[src/rtl/router_pkg.sv]
// router_pkg: shared header-field constants, entry layout and clog2 helper for the router FIFO
package router_pkg;
  localparam int LEN_LSB_DEF = 2;
  localparam int ADDR_MSB = LEN_LSB_DEF - 1;
  localparam int ADDR_LSB = 0;
  typedef struct packed {
    logic       hdr;
    logic [7:0] data;
  } entry_t;
  function automatic int clog2(input int n);
    int r;
    r = 0;
    for (int v = n - 1; v > 0; v = v >> 1) r++;
    return r;
  endfunction
endpackage

[src/rtl/router_pkt_fifo_if.sv]
// router_pkt_fifo_if: write/read handshake and status bundle of one router output FIFO
//   master: lfd_state, write_enb, data_in, read_enb out; data/status in
//   slave : the FIFO side of the same signals
interface router_pkt_fifo_if
  import router_pkg::*;
#(
  parameter int DATA_W = 8,
  parameter int DEPTH  = 16
);
  localparam int AW = clog2(DEPTH);
  logic              lfd_state;
  logic              write_enb;
  logic [DATA_W-1:0] data_in;
  logic              read_enb;
  logic [DATA_W-1:0] data_out;
  logic              out_valid;
  logic              sop_out;
  logic              eop_out;
  logic              full;
  logic              empty;
  logic              almost_full;
  logic [AW:0]       fill_level;
  logic [AW:0]       pkt_count;
  logic              trunc_err;
  modport master (
    output lfd_state, write_enb, data_in, read_enb,
    input  data_out, out_valid, sop_out, eop_out, full, empty, almost_full,
           fill_level, pkt_count, trunc_err
  );
  modport slave (
    input  lfd_state, write_enb, data_in, read_enb,
    output data_out, out_valid, sop_out, eop_out, full, empty, almost_full,
           fill_level, pkt_count, trunc_err
  );
endinterface

[src/rtl/router_fifo_mem.sv]
// router_fifo_mem: DEPTH x W register array, one write port, registered read port
//   clock; we/waddr/wdata write; re/raddr -> rdata next edge; peek_hdr = MSB of entry at raddr now
module router_fifo_mem #(
  parameter int W     = 9,
  parameter int DEPTH = 16,
  parameter int AW    = 4
) (
  input  logic          clock,
  input  logic          we,
  input  logic [AW-1:0] waddr,
  input  logic [W-1:0]  wdata,
  input  logic          re,
  input  logic [AW-1:0] raddr,
  output logic [W-1:0]  rdata,
  output logic          peek_hdr
);
  logic [W-1:0] mem [DEPTH];
  always_ff @(posedge clock) begin
    if (we) mem[waddr] <= wdata;
    if (re) rdata <= mem[raddr];
  end
  // header bit of the entry about to be popped, so the packet count moves on the pop edge
  assign peek_hdr = mem[raddr][W-1];
endmodule

[src/rtl/router_pkt_fifo.sv]
// router_pkt_fifo: packet-aware output FIFO with header flags, sop/eop marking, counts and truncation detect
//   clock, resetn (sync active-low), soft_reset (sync flush); bus: router_pkt_fifo_if slave
module router_pkt_fifo
  import router_pkg::*;
#(
  parameter int DATA_W    = 8,
  parameter int DEPTH     = 16,
  parameter int AF_THRESH = 14,
  parameter int LEN_LSB   = LEN_LSB_DEF
) (
  input logic              clock,
  input logic              resetn,
  input logic              soft_reset,
  router_pkt_fifo_if.slave bus
);
  localparam int AW = clog2(DEPTH);
  localparam int LW = DATA_W - LEN_LSB;
  localparam int RW = LW + 1;
  logic [AW:0]     wr_ptr, rd_ptr, pkt_cnt;
  logic [RW-1:0]   rem;
  logic            lfd_d, clr_q, ov, terr;
  logic [DATA_W:0] rdata;
  logic            peek_hdr, flush, wr, rd, rhdr, bad;
  logic [LW-1:0]   len;
  assign flush = !resetn || soft_reset;
  assign wr    = bus.write_enb && !bus.full && !flush;
  assign rd    = bus.read_enb && !bus.empty && !flush;
  assign rhdr  = rdata[DATA_W];
  assign len   = rdata[DATA_W-1:LEN_LSB];
  // a header arriving mid-packet, or a payload word with no packet open
  assign bad   = rhdr ? (rem != '0) : (rem == '0);
  router_fifo_mem #(.W(DATA_W + 1), .DEPTH(DEPTH), .AW(AW)) u_mem (
    .clock   (clock),
    .we      (wr),
    .waddr   (wr_ptr[AW-1:0]),
    .wdata   ({lfd_d, bus.data_in}),
    .re      (rd),
    .raddr   (rd_ptr[AW-1:0]),
    .rdata   (rdata),
    .peek_hdr(peek_hdr)
  );
  assign bus.fill_level  = wr_ptr - rd_ptr;
  assign bus.empty       = wr_ptr == rd_ptr;
  assign bus.full        = (wr_ptr[AW] != rd_ptr[AW]) && (wr_ptr[AW-1:0] == rd_ptr[AW-1:0]);
  assign bus.almost_full = bus.fill_level >= AF_THRESH[AW:0];
  assign bus.pkt_count   = pkt_cnt;
  assign bus.trunc_err   = terr;
  assign bus.out_valid   = ov;
  assign bus.sop_out     = ov && rhdr;
  assign bus.eop_out     = ov && !rhdr && (rem == RW'(1));
  // the memory read register has no reset; clr_q masks it to zero until the first pop after a flush
  assign bus.data_out    = clr_q ? '0 : rdata[DATA_W-1:0];
  // packet tracking runs on the word currently presented (ov), one edge after its pop
  always_ff @(posedge clock) begin
    if (flush) begin
      wr_ptr  <= '0;
      rd_ptr  <= '0;
      pkt_cnt <= '0;
      rem     <= '0;
      lfd_d   <= 1'b0;
      clr_q   <= 1'b1;
      ov      <= 1'b0;
      terr    <= 1'b0;
    end else begin
      lfd_d   <= bus.lfd_state;
      ov      <= rd;
      wr_ptr  <= wr ? wr_ptr + (AW+1)'(1) : wr_ptr;
      rd_ptr  <= rd ? rd_ptr + (AW+1)'(1) : rd_ptr;
      clr_q   <= rd ? 1'b0 : clr_q;
      pkt_cnt <= pkt_cnt + (AW+1)'(wr && lfd_d) - (AW+1)'(rd && peek_hdr);
      rem     <= !ov ? rem : rhdr ? {1'b0, len} + RW'(1) : (rem == '0) ? '0 : rem - RW'(1);
      terr    <= terr || (ov && bad);
    end
  end
endmodule

[src/flat_wrapper.sv]
// flat-port wrapper written by rule: the top's interface ports become plain ports
module router_pkt_fifo_flat import router_pkg::*;
#(
  parameter int DATA_W    = 8,
  parameter int DEPTH     = 16,
  parameter int AF_THRESH = 14,
  parameter int LEN_LSB   = LEN_LSB_DEF
)
  (clock, resetn, soft_reset, bus_lfd_state, bus_write_enb, bus_data_in, bus_read_enb, bus_data_out, bus_out_valid, bus_sop_out, bus_eop_out, bus_full, bus_empty, bus_almost_full, bus_fill_level, bus_pkt_count, bus_trunc_err);
  router_pkt_fifo_if #(.DATA_W(DATA_W), .DEPTH(DEPTH)) bus_i ();
  input logic clock;
  input logic resetn;
  input logic soft_reset;
  input wire logic [$bits(bus_i.lfd_state)-1:0] bus_lfd_state;
  input wire logic [$bits(bus_i.write_enb)-1:0] bus_write_enb;
  input wire logic [$bits(bus_i.data_in)-1:0] bus_data_in;
  input wire logic [$bits(bus_i.read_enb)-1:0] bus_read_enb;
  output wire logic [$bits(bus_i.data_out)-1:0] bus_data_out;
  output wire logic [$bits(bus_i.out_valid)-1:0] bus_out_valid;
  output wire logic [$bits(bus_i.sop_out)-1:0] bus_sop_out;
  output wire logic [$bits(bus_i.eop_out)-1:0] bus_eop_out;
  output wire logic [$bits(bus_i.full)-1:0] bus_full;
  output wire logic [$bits(bus_i.empty)-1:0] bus_empty;
  output wire logic [$bits(bus_i.almost_full)-1:0] bus_almost_full;
  output wire logic [$bits(bus_i.fill_level)-1:0] bus_fill_level;
  output wire logic [$bits(bus_i.pkt_count)-1:0] bus_pkt_count;
  output wire logic [$bits(bus_i.trunc_err)-1:0] bus_trunc_err;
  assign bus_i.lfd_state = bus_lfd_state;
  assign bus_i.write_enb = bus_write_enb;
  assign bus_i.data_in = bus_data_in;
  assign bus_i.read_enb = bus_read_enb;
  assign bus_data_out = bus_i.data_out;
  assign bus_out_valid = bus_i.out_valid;
  assign bus_sop_out = bus_i.sop_out;
  assign bus_eop_out = bus_i.eop_out;
  assign bus_full = bus_i.full;
  assign bus_empty = bus_i.empty;
  assign bus_almost_full = bus_i.almost_full;
  assign bus_fill_level = bus_i.fill_level;
  assign bus_pkt_count = bus_i.pkt_count;
  assign bus_trunc_err = bus_i.trunc_err;
  router_pkt_fifo #(.DATA_W(DATA_W), .DEPTH(DEPTH), .AF_THRESH(AF_THRESH), .LEN_LSB(LEN_LSB)) u_core (.clock(clock), .resetn(resetn), .soft_reset(soft_reset), .bus(bus_i));
endmodule
[config.mk]
export PLATFORM = sky130hd
export DESIGN_NAME = router_pkt_fifo_flat
export DESIGN_NICKNAME = d
export VERILOG_FILES = /design/src/rtl/router_pkg.sv /design/src/rtl/router_pkt_fifo_if.sv /design/src/rtl/router_fifo_mem.sv /design/src/rtl/router_pkt_fifo.sv /design/src/flat_wrapper.sv
export SDC_FILE = /design/constraint.sdc
export NUM_CORES = 1
export LEC_CHECK = 0
export CORE_MARGIN = 2
export CORE_UTILIZATION = 54
export DETAILED_ROUTE_END_ITERATION = 6
export GPL_TIMING_DRIVEN = 0
export HOLD_SLACK_MARGIN = 0.05
export PLACE_DENSITY = 0.86
export SYNTH_ARGS = -nofsm -noshare
export SYNTH_HDL_FRONTEND = slang
export SYNTH_SLANG_ARGS = --single-unit
[constraint.sdc]
create_clock -name clock -period 3.3 [get_ports clock]
set_input_delay 0.495 -clock clock [delete_from_list [all_inputs] [get_ports clock]]
set_output_delay 0.495 -clock clock [all_outputs]
set_load 0.01 [all_outputs]
Yosys cells after proc, flatten, opt, wreduce, memory -nomap -nowiden
Memory sizes are Yosys's and may differ from the RTL's. A register that Yosys moved wholly into a read port is not among the register bits. Index checks and enable logic that the tools add are counted.

$add $sub $neg: 7. $lt $le $gt $ge: 1. Equality and inequality tests: 4. Mux-type cells: 8. Reductions and logical operators: 20.

Operators with widths (count): two-way mux 7 bit (2); logical AND 1 bit (11); adder 5 x 1 -> 5 bit, second input constant (2); two-way mux 4 bit (2); two-way mux 8 bit (1); adder 6 x 1 -> 7 bit, second input constant (1); == test 7 x 1 -> 1 bit, second input constant (1); logical NOT 7 bit (1); nonzero test 7 bit (1); subtractor 7 x 1 -> 7 bit, second input constant (1); adder 5 x 1 -> 5 bit (1); == test 5 bit (1); >= comparator 5 x 4 -> 1 bit, second input constant (1); logical NOT 1 bit (5); subtractor 5 x 1 -> 5 bit (1); subtractor 5 bit (1); == test 4 bit (1); two-way mux 1 bit (3); logical OR 1 bit (2); != test 1 bit (1).

Register bits after elaboration: 35. Memory bits (writable): 144. Input port bits: 14. Logic and storage cells: 50. Memories: 1.

Memory list: u_core.u_mem.mem (depth 16, width 9, rd ports 1, clocked after Yosys merged registers in 1, write ports 1, RTL line router_fifo_mem.sv:17) `logic [W-1:0] mem [DEPTH];`.

Longest topological paths before layout
Gate-level depths: netlist of the first run.

Word-level depth: 8. Gate-level depth with buffers: 14. Depth with buffers taken out: 13.

Modules after synthesis
Synthesis of the first run repeated with hierarchy kept, for this count alone.

Cells, all modules: 462. Area, all modules: 7584.8 um^2.

Modules (own cells, without submodules): router_fifo_mem (instances 1, cells each 254, area an instance 5870.6 um^2, sequential area each 4594.4 um^2); router_pkt_fifo (instances 1, cells each 208, area an instance 1714.1 um^2, sequential area each 520.5 um^2).

Least setup slack after synthesis of the first run
OpenSTA, ideal clock, no wires.

Path type: flip-flop to flip-flop. Start: register u_core.rd_ptr[2]. End: register u_core.pkt_cnt[4] (netlist: u_core.bus.pkt_count[4]). Setup time: 128 ps. Arrival time: 2944 ps. Data required time: 3172 ps. Slack: 228 ps. Cell stages (with the launch flop): 14. Buffers on the path: 0. Cell sequence: dfxtp_1 inv_1 ha_1 nand4_2 o211a_1 a21boi_0 ha_1 inv_1 ha_1 fa_1 a21o_1 a21oi_1 xnor2_1 nor2_1.

RTL lines: start, declared (RTL line router_pkt_fifo.sv:19) `logic [AW:0] wr_ptr, rd_ptr, pkt_cnt;`; start signal, assigned (RTL line router_pkt_fifo.sv:68) `rd_ptr <= rd ? rd_ptr + (AW+1)'(1) : rd_ptr;`; == test 5 bit (RTL line router_pkt_fifo.sv:43) `assign bus.empty = wr_ptr == rd_ptr;`; logical NOT 1 bit (RTL line router_pkt_fifo.sv:27) `assign rd = bus.read_enb && !bus.empty && !flush;`; logical AND 1 bit (2 in series) (RTL line router_pkt_fifo.sv:27); via u_core.rd (RTL line router_pkt_fifo.sv:23) `logic peek_hdr, flush, wr, rd, rhdr, bad;`; logical AND 1 bit (RTL line router_pkt_fifo.sv:70) `pkt_cnt <= pkt_cnt + (AW+1)'(wr && lfd_d) - (AW+1)'(rd && peek_hdr);`; subtractor 5 x 1 -> 5 bit (RTL line router_pkt_fifo.sv:70); end signal, assigned (RTL line router_pkt_fifo.sv:70); end, declared (RTL line router_pkt_fifo.sv:19).

The timed path passes the listed nets, and every way through them passes these cells. A chain may end at the register's enable or synchronous reset.

Final worst setup path of the first run
Start: register u_core.wr_ptr[0]. End: output port bus_almost_full.

Word-level cells in the longest chain between the ends: 2.

Ends and longest elaborated chain: start, declared (RTL line router_pkt_fifo.sv:19); start signal, assigned (RTL line router_pkt_fifo.sv:67) `wr_ptr <= wr ? wr_ptr + (AW+1)'(1) : wr_ptr;`; subtractor 5 bit (RTL line router_pkt_fifo.sv:42) `assign bus.fill_level = wr_ptr - rd_ptr;`; >= comparator 5 x 4 -> 1 bit (RTL line router_pkt_fifo.sv:45) `assign bus.almost_full = bus.fill_level >= AF_THRESH[AW:0];`; end, declared (RTL line flat_wrapper.sv:24) `output wire logic [$bits(bus_i.almost_full)-1:0] bus_almost_full;`.

Every way passes these cells.

==> flow_metrics.env, run 1 <==
export IMPL_timing_critical_path_slowest_cell_delay_ps=530
export IMPL_worst_endpoint_arrival_ps=2680
export IMPL_root_buffer="clkbuf_16"
export IMPL_worst_case_register_to_register_setup_slack_ps=170
export IMPL_clock_fmax_mhz=314.6
export IMPL_power_share_switching_pct=21.55
export IMPL_violation_count_after_the_first_detailed_route_iteration=348
export IMPL_overflow=0
export IMPL_synth_top_cell_by_area="edfxtp_1"
export IMPL_worst_ep_required_time_ps=2800
export IMPL_coreArea_um2=13830
export IMPL_ctsLongestPathBuffers=2
export IMPL_finalHoldViolations=0
export IMPL_most_common_layout_cells="edfxtp_1 (153), clkdlybuf4s50_1 (38), mux4_2 (34), nor2_1 (31), dfxtp_1 (30)"
export IMPL_synth_seq_cells=183
export IMPL_ys_warnings_count=0
export IMPL_cts_made_buffers=17
export IMPL_postSynthAreaPerCell_um2=16.25
export IMPL_postRouteAntennaNets=0
export IMPL_route_detailed_vias_per_inst=6.128
export IMPL_cp_start_kind="flop"
export IMPL_detailed_place_hpwl_um=9966
export IMPL_outcome="complete, no violations"
export IMPL_sequentialPowerShare_pct=53.1
export IMPL_clkPwrFrac_pct=43.9
export IMPL_via_count=4400
export IMPL_clk_insertion_delay_late_ps=430
export IMPL_fraction_of_final_layout_cells_with_drive_strength_greater_than_1_pct=16.17
export IMPL_dieArea_um2=15050
export IMPL_finalHoldWorstSlack_ps=492.8
export IMPL_holdBufCountCts=0
export IMPL_floorplan_initialDensity_pct=54.99
export IMPL_synth_top_area_share_pct=60.42
export IMPL_p_per_area_nw_per_um2=533.3
export IMPL_cp_max_fo=4
export IMPL_cts_sinks=183
export IMPL_num_antenna_cells=0
export IMPL_path_buf_inv=3
export IMPL_hp_class="flop to flop"
export IMPL_critical_path_top_delay_family="buffers and inverters"
export IMPL_path_cells="inv_2 > ha_1 > inv_1 > fa_1 > a21o_1 > a21oi_2 > xnor2_1 > a41o_1 > clkdlybuf4s50_1"
export IMPL_placed_cell_area_um2=8209
export IMPL_pwr_share_comb_pct=3.0
export IMPL_nNetsFinal=558
export IMPL_finalMaxSlewViolations=0
export IMPL_share_of_the_yosys_chip_area_belonging_to_registers_pct=68.32
export IMPL_r2r_worst_path_cells=12
export IMPL_timing_final_crit_period_ps=3179
export IMPL_drt_pass1_iterations=5
export IMPL_layout_cells_most_common="edfxtp_1"
export IMPL_timing_slew_headroom_pct=17.22
export IMPL_total_switching_power_mw=1.020
export IMPL_maximum_number_of_pins_on_one_net_before_global_route_repair=19
export IMPL_fin_crit_sh_pct=96.33
export IMPL_h_tree_depth=4
export IMPL_clk_pin_slew_worst_setup_hold_paths_ps=70
export IMPL_setup_viol=0
export IMPL_layout_filler_cells=895
export IMPL_cellInternalPower_mw=3.715
export IMPL_mappedNetlistArea_um2=7604
export IMPL_critPathCaptureType="output port"
export IMPL_worst_ir_drop_vdd_uv=383.6
export IMPL_area_delta_synth_final_pct=16.77
export IMPL_setup_slack_ps=121.2
export IMPL_pre_cts_slack_ps=-659.5
export IMPL_synth_nets=501
export IMPL_wire_per_inst_um=21.77
export IMPL_critical_path_startpoint="u_core.wr_ptr[0]$_SDFFE_PP0P_"
export IMPL_routabilityCongestion=0.8077
export IMPL_endpoint_of_the_worst_register_to_register_path="u_core.bus.pkt_count[4]$_SDFF_PP0_"
export IMPL_grt_pass1_vias=4377
export IMPL_synth_top_cells_by_area="edfxtp_1 (60%), mux4_2 (10%), dfxtp_1 (7.9%)"
export IMPL_clock_skew_final_ps=10.13
export IMPL_timing_worst_slew_pin_value_ps=1237
export IMPL_detail_route_drc_violations=0
export IMPL_port_buffers=38
export IMPL_hold_path_endpoint="u_core.bus.trunc_err$_SDFF_PP0_"
export IMPL_unrepaired_setup_endpoints_after_global_routing="no"
export IMPL_chipHeight_um=122.7
export IMPL_die_width_um=122.7
export IMPL_final_cell_area_um2=8879
export IMPL_ys_types=48
export IMPL_holdCritStartpoint="u_core.bus.trunc_err$_SDFF_PP0_"
export IMPL_critPathSlowestCell="clkdlybuf4s50_1"
export IMPL_tritoncts="built"
export IMPL_row_count=43
export IMPL_whs_path_depth=2
export IMPL_drv_cap=0
export IMPL_globalRouteTotalUtil_pct=22.08
export IMPL_p_leak_nw=2.895
export IMPL_antenna_found_initial=0
export IMPL_grt_pass1_wl_um=23740
export IMPL_critical_path_class="flop to output port"
export IMPL_postSynthCellCount=468
export IMPL_ioPinCount=39
export IMPL_routed_wl_um=15630
routing by layer:
layer  vias to the layer above  global-route usage (%)  wire, um
li1                       1918                       -         -
met1                      2265                   27.62      6162
met2                       189                   36.77      8040
met3                        28                   6.413      1127
met4                         0                   7.974       299
met5                         -                       0         0
sequential cells by signal, indices dropped and copies added, names as in the netlist, named ones only:
signal	cells
u_core.rd_ptr	5
u_core.u_mem.rdata	9
u_core.wr_ptr	5
u_core.bus.trunc_err	1
u_core.bus.pkt_count	5
u_core.clr_q	1
u_core.u_mem.mem	144
u_core.lfd_d	1
u_core.rem	7
u_core.bus.out_valid	1
how the worst max path moves through the flow:
stage / depth (start not counted) / slack (ps) / to
after global routing: 9 / 10 / bus_almost_full
final: 9 / 120 / bus_almost_full
after CTS: 13 / 40 / u_core.bus.pkt_count[4]$_SDFF_PP0_
after global placement: 13 / -550 / u_core.bus.pkt_count[4]$_SDFF_PP0_
after floorplan: 13 / 230 / u_core.bus.pkt_count[4]$_SDFF_PP0_
after detailed placement: 13 / -660 / u_core.bus.pkt_count[4]$_SDFF_PP0_
power by group through the flow:
stage	combinational, mW	clock [mW]	sequential (mW)
finish	0.144	2.08	2.51
CTS	0.139	2.09	2.51
floorplan	0.0665	0	2.56
global route	0.154	2.17	2.51
detailed placement	0.135	0	2.57
global placement	0.128	0	2.56
synth_stat cells (all sizes together):
library cell	number
buf	9
ha	17
o211a	3
nor3b	1
mux4	34
o2111ai	1
xor2	8
dfxtp	30
or4	1
a31oi	2
xnor2	10
a21oi	11
o22ai	1
nand3	8
nor2b	14
fa	2
mux2i	8
a41o	1
clkbuf	12
o21a	1
nor3	5
nand2	29
and4	1
o31ai	1
edfxtp	153
inv	17
nand4b	2
a22oi	19
and2	5
nor4b	3
or3	3
nand2b	4
a2111oi	1
a2bb2oi	1
nand4	3
a41oi	1
a21boi	2
o21ai	8
a21o	3
o211ai	2
nor2	31
logic make-up (layout without fill, tap and decap cells):
kind of cell,after synthesis,count (layout),synth area share [%]
flip-flops,183,183,68.32
AND/OR/NAND/NOR,110,110,7.175
AO/OA/AOI/OAI,58,58,5.529
multiplexers,42,42,11.12
buffers and inverters,38,108,2.205
adder cells (fa/ha/maj),19,19,3.324
XOR/XNOR,18,18,2.320
timing repair:
item                       4_1_cts  5_1_grt
gates cloned                     0        0
setup endpoints to repair        1        3
buffers inserted                 1        2
pin swaps                        1        1
resized for setup                3        6
stage by stage:
stage / setup TNS (ps) / power, mW / utilization (%) / instances
floorplan: 0 / 2.630 / - / 468
global placement: -1811 / 2.693 / 59.37 / 686
detailed placement: -4623 / 2.701 / 59.37 / 686
CTS: 0 / 4.741 / 63.92 / 718
global route: 0 / 4.835 / 64.21 / 718
finish: 0 / 4.735 / 64.21 / 718
cell type report:
cell class | count | area [um2] | share of cell area [%]
inverters | 17 | 63.81 | 0.7187
clock inverters | 15 | 183.9 | 2.072
multi-input cells | 247 | 2287 | 25.76
repair buffers | 41 | 402.9 | 4.538
well taps | 180 | 225.2 | 2.537
plain buffers | 18 | 95.09 | 1.071
clock buffers | 17 | 425.4 | 4.791
flip-flops and latches | 183 | 5195 | 58.51
tightest hold or removal path: stages (launching register included):
cell     delay (ps)
dfxtp_1         320
nand2_1          60
o21ai_0          70
No activity file was read; power rests on OpenSTA's default activity.
==> inputs of run 2 (changes only) <==
--- a/config.mk
+++ b/config.mk
@@ -7,10 +7,12 @@
 export LEC_CHECK = 0
 export CORE_MARGIN = 2
 export CORE_UTILIZATION = 54
+export CTS_CLUSTER_DIAMETER = 30
 export DETAILED_ROUTE_END_ITERATION = 6
 export GPL_TIMING_DRIVEN = 0
 export HOLD_SLACK_MARGIN = 0.05
 export PLACE_DENSITY = 0.86
 export SYNTH_ARGS = -nofsm -noshare
 export SYNTH_HDL_FRONTEND = slang
+export SYNTH_HIERARCHICAL = 1
 export SYNTH_SLANG_ARGS = --single-unit
==> constraint.sdc (replaced) <==
create_clock -name clock -period 3.3 [get_ports clock]
set_input_delay 0.495 -clock clock [delete_from_list [all_inputs] [get_ports clock]]
set_output_delay 0.495 -clock clock [all_outputs]
set_load 0.05 [all_outputs]
==> run 2 against run 1 <==
Against the previous run: global-route usage grew 0.66 points; sequential power decreased by 2%; clock skew shrank 2.8 ps; worst hold slack lost 21 ps; register-to-register slack got worse by 97 ps; area after synthesis decreased by 0.25%; core utilization up 0.41 points; synthesized cell count is 1.3% lower; sequential cell count decreased by 4; cell count up 0.14%; setup slack got worse by 48 ps; sequential share of layout area is 0.94 points lower; critical path type is now flop to flop; largest power group unchanged.
==> flow_metrics.env, run 2 <==
export IMPL_setup_slack_ps=73.23
export IMPL_nNetsFinal=556
export IMPL_most_common_layout_cells="edfxtp_1 (153), clkdlybuf4s50_1 (34), nor2_1 (29), nand2_1 (27), dfxtp_1 (23)"
export IMPL_wire_per_inst_um=22.29
export IMPL_path_cells="ha_1 > nand4_1 > o21ai_2 > nor2_2 > buf_4 > nand2_1 > ha_1 > inv_1 > ha_1 > fa_2 > a21o_1 > a21oi_2 > xnor2_1 > nor2_1"
export IMPL_pre_cts_slack_ps=-609.7
export IMPL_dieArea_um2=15010
export IMPL_drt_pass1_iterations=5
export IMPL_synth_edff_count=153
export IMPL_maximum_number_of_pins_on_one_net_before_global_route_repair=18
export IMPL_p_leak_nw=2.952
export IMPL_share_of_the_yosys_chip_area_belonging_to_registers_pct=67.44
export IMPL_ctsLongestPathBuffers=2
export IMPL_biggestRegsByFlops="u_core/u_mem/mem x144, u_core/u_mem/rdata x9, u_core/rem x7"
export IMPL_fraction_of_final_layout_cells_with_drive_strength_greater_than_1_pct=17.44
export IMPL_drv_cap=0
export IMPL_max_flop_register="u_core/u_mem/mem"
export IMPL_holdBufCountCts=0
export IMPL_hp_class="flop to flop"
export IMPL_synth_top_cells_by_area="edfxtp_1 (61%), dfxtp_1 (6.9%), mux4_2 (6.2%)"
export IMPL_critical_path_class="flop to flop"
export IMPL_ioPinCount=39
export IMPL_row_count=43
export IMPL_setup_viol=0
export IMPL_worst_ep_required_time_ps=3600
export IMPL_root_buffer="clkbuf_16"
export IMPL_unrepaired_setup_endpoints_after_global_routing="yes"
export IMPL_mappedNetlistArea_um2=7585
export IMPL_largest_reg_flops=144
export IMPL_grt_pass1_vias=4424
export IMPL_ys_types=53
export IMPL_ff_latch_area_um2=5124
export IMPL_route_detailed_vias_per_inst=6.174
export IMPL_postSynthAreaPerCell_um2=16.42
export IMPL_num_antenna_cells=0
export IMPL_antenna_found_initial=0
export IMPL_timing_final_crit_period_ps=3227
export IMPL_p_per_area_nw_per_um2=508.7
export IMPL_finish_utilization_pct=64.62
export IMPL_finalMaxSlewViolations=0
export IMPL_design_power_total_mw=4.527
export IMPL_cp_start_kind="flop"
export IMPL_clk_insertion_delay_late_ps=430
export IMPL_synth_top_area_share_pct=60.57
export IMPL_final_cell_area_um2=8900
export IMPL_area_delta_synth_final_pct=17.34
export IMPL_routed_wl_um=16020
export IMPL_die_width_um=122.5
export IMPL_overflow=0
export IMPL_cts_made_buffers=17
export IMPL_globalRouteTotalUtil_pct=22.74
export IMPL_layout_filler_cells=950
export IMPL_synth_async_reset_ratio_pct=0
export IMPL_synth_top_flop_cell="edfxtp_1"
export IMPL_synth_cells_most_frequent="edfxtp_1 (153), nor2_1 (33), nand2_1 (27), dfxtp_1 (26), mux4_2 (21)"
export IMPL_clock_skew_final_ps=7.371
export IMPL_grt_pass1_wl_um=24210
export IMPL_fin_setup_tns_ps=0
export IMPL_clock_fmax_mhz=309.9
export IMPL_synth_most_common_cell="edfxtp_1"
export IMPL_multi_input_comb_area_um2=2337
export IMPL_finalHoldViolations=0
export IMPL_critPathSlowestCell="dfxtp_1"
export IMPL_synth_seq_cells=179
export IMPL_chipHeight_um=122.5
export IMPL_synth_nets=492
export IMPL_cp_max_fo=7
export IMPL_detailed_place_hpwl_um=10270
export IMPL_postSynthCellCount=462
export IMPL_worst_endpoint_arrival_ps=3530
export IMPL_fin_crit_sh_pct=97.78
export IMPL_layout_cells_most_common="edfxtp_1"
export IMPL_outcome="complete, no violations"
export IMPL_timing_worst_slew_pin_value_ps=925.2
export IMPL_critPathCaptureType="flop"
export IMPL_h_tree_depth=4
export IMPL_tritoncts="built"
export IMPL_routabilityCongestion=0.8667
export IMPL_worst_ir_drop_vdd_uv=461.9
export IMPL_detail_route_drc_violations=0
export IMPL_coreArea_um2=13770
export IMPL_ys_warnings_count=6
export IMPL_timing_critical_path_slowest_cell_delay_ps=600
export IMPL_violation_count_after_the_first_detailed_route_iteration=535
export IMPL_floorplan_initialDensity_pct=55.07
export IMPL_port_buffers=38
export IMPL_synth_top_cell_by_area="edfxtp_1"
export IMPL_timing_slew_headroom_pct=38.09
export IMPL_postRouteAntennaNets=0
export IMPL_critical_path_top_delay_family="adder cells"
export IMPL_path_buf_inv=2
export IMPL_most_common_cell_on_crit_path="ha_1"
export IMPL_placed_cell_area_um2=8200
export IMPL_cts_sinks=179
export IMPL_via_count=4439
export IMPL_clk_pin_slew_worst_setup_hold_paths_ps=60
[run 2: cell count changes in the layout (fill, tap and decap cells not counted), moves of 4 or more]
cell and change:
o21ai_0 +4, mux2i_1 -5, clkdlybuf4s50_1 -4, dfxtp_1 -7, clkbuf_1 -5, nor2_2 +4
nor3_1 +4, mux4_1 +14, mux4_2 -12
[run 2: worst paths after layout]
check,slack [ps],cells after the start,to,start
worst max-delay path,70,14,u_core/bus.pkt_count[4]$_SDFF_PP0_,u_core/wr_ptr[3]$_SDFFE_PP0N_
worst min-delay path,470,2,u_core/bus.trunc_err$_SDFF_PP0_,u_core/bus.trunc_err$_SDFF_PP0_
worst max register to register,70,14,u_core/bus.pkt_count[4]$_SDFF_PP0_,u_core/wr_ptr[3]$_SDFFE_PP0N_
worst min register to register,470,2,u_core/bus.trunc_err$_SDFF_PP0_,u_core/bus.trunc_err$_SDFF_PP0_
[run 2: cell families after synthesis]
| group | share of synthesized area, % |
|---|---|
| adder cells (fa/ha/maj) | 2.837 |
| XOR/XNOR | 2.046 |
| AO/OA/AOI/OAI | 5.427 |
| AND/OR/NAND/NOR | 7.836 |
| flip-flops | 67.44 |
| multiplexers | 11.83 |
| buffers and inverters | 2.590 |
[run 2: layout make-up]
type | instances | share of cell area (%)
well taps | 180 | 2.531
clock buffers | 17 | 4.780
clock inverters | 15 | 1.448
plain buffers | 17 | 1.800
repair buffers | 45 | 4.850
inverters | 18 | 0.7592
flip-flops and latches | 179 | 57.57
multi-input cells | 248 | 26.26
[run 2: what timing repair did]
action	in CTS	in global routing
pin swaps	2	2
resized for setup	18	17
setup endpoints to repair	125	26
buffers inserted	3	4
[run 2: stage by stage]
step	hold slack [ps]	instances
2_1_floorplan	453.3	462
3_3_place_gp	437.6	680
3_5_place_dp	465.6	680
4_1_cts	475.1	715
5_1_grt	486.5	719
6_report	471.5	719
[run 2: metal layers]
layer | part of all wire, % | global-route usage [%]
met5 | 0 | 0
met4 | 3.7 | 11.64
met3 | 7.8 | 6.831
met2 | 50 | 36.77
met1 | 38 | 27.87
[run 2: power by group]
part,switching [mW],leakage (nW),internal [mW]
clock,0.839,0.265,1.04
sequential,0.0117,1.60,2.46
combinational,0.107,1.09,0.0699
total,0.958,2.95,3.57
[run 2: worst min-delay path, stage by stage (launching register included)]
cell	delay, ps
dfxtp_1	320
inv_1	60
a21oi_1	50
==> inputs of run 3 (changes only) <==
--- a/config.mk
+++ b/config.mk
@@ -5,6 +5,7 @@
 export SDC_FILE = /design/constraint.sdc
 export NUM_CORES = 1
 export LEC_CHECK = 0
+export ABC_CLOCK_PERIOD_IN_PS = 3300
 export CORE_MARGIN = 2
 export CORE_UTILIZATION = 54
 export CTS_CLUSTER_DIAMETER = 30
==> results of run 3 <==
Final layout, timing and power as in run 2 (identical DEF).
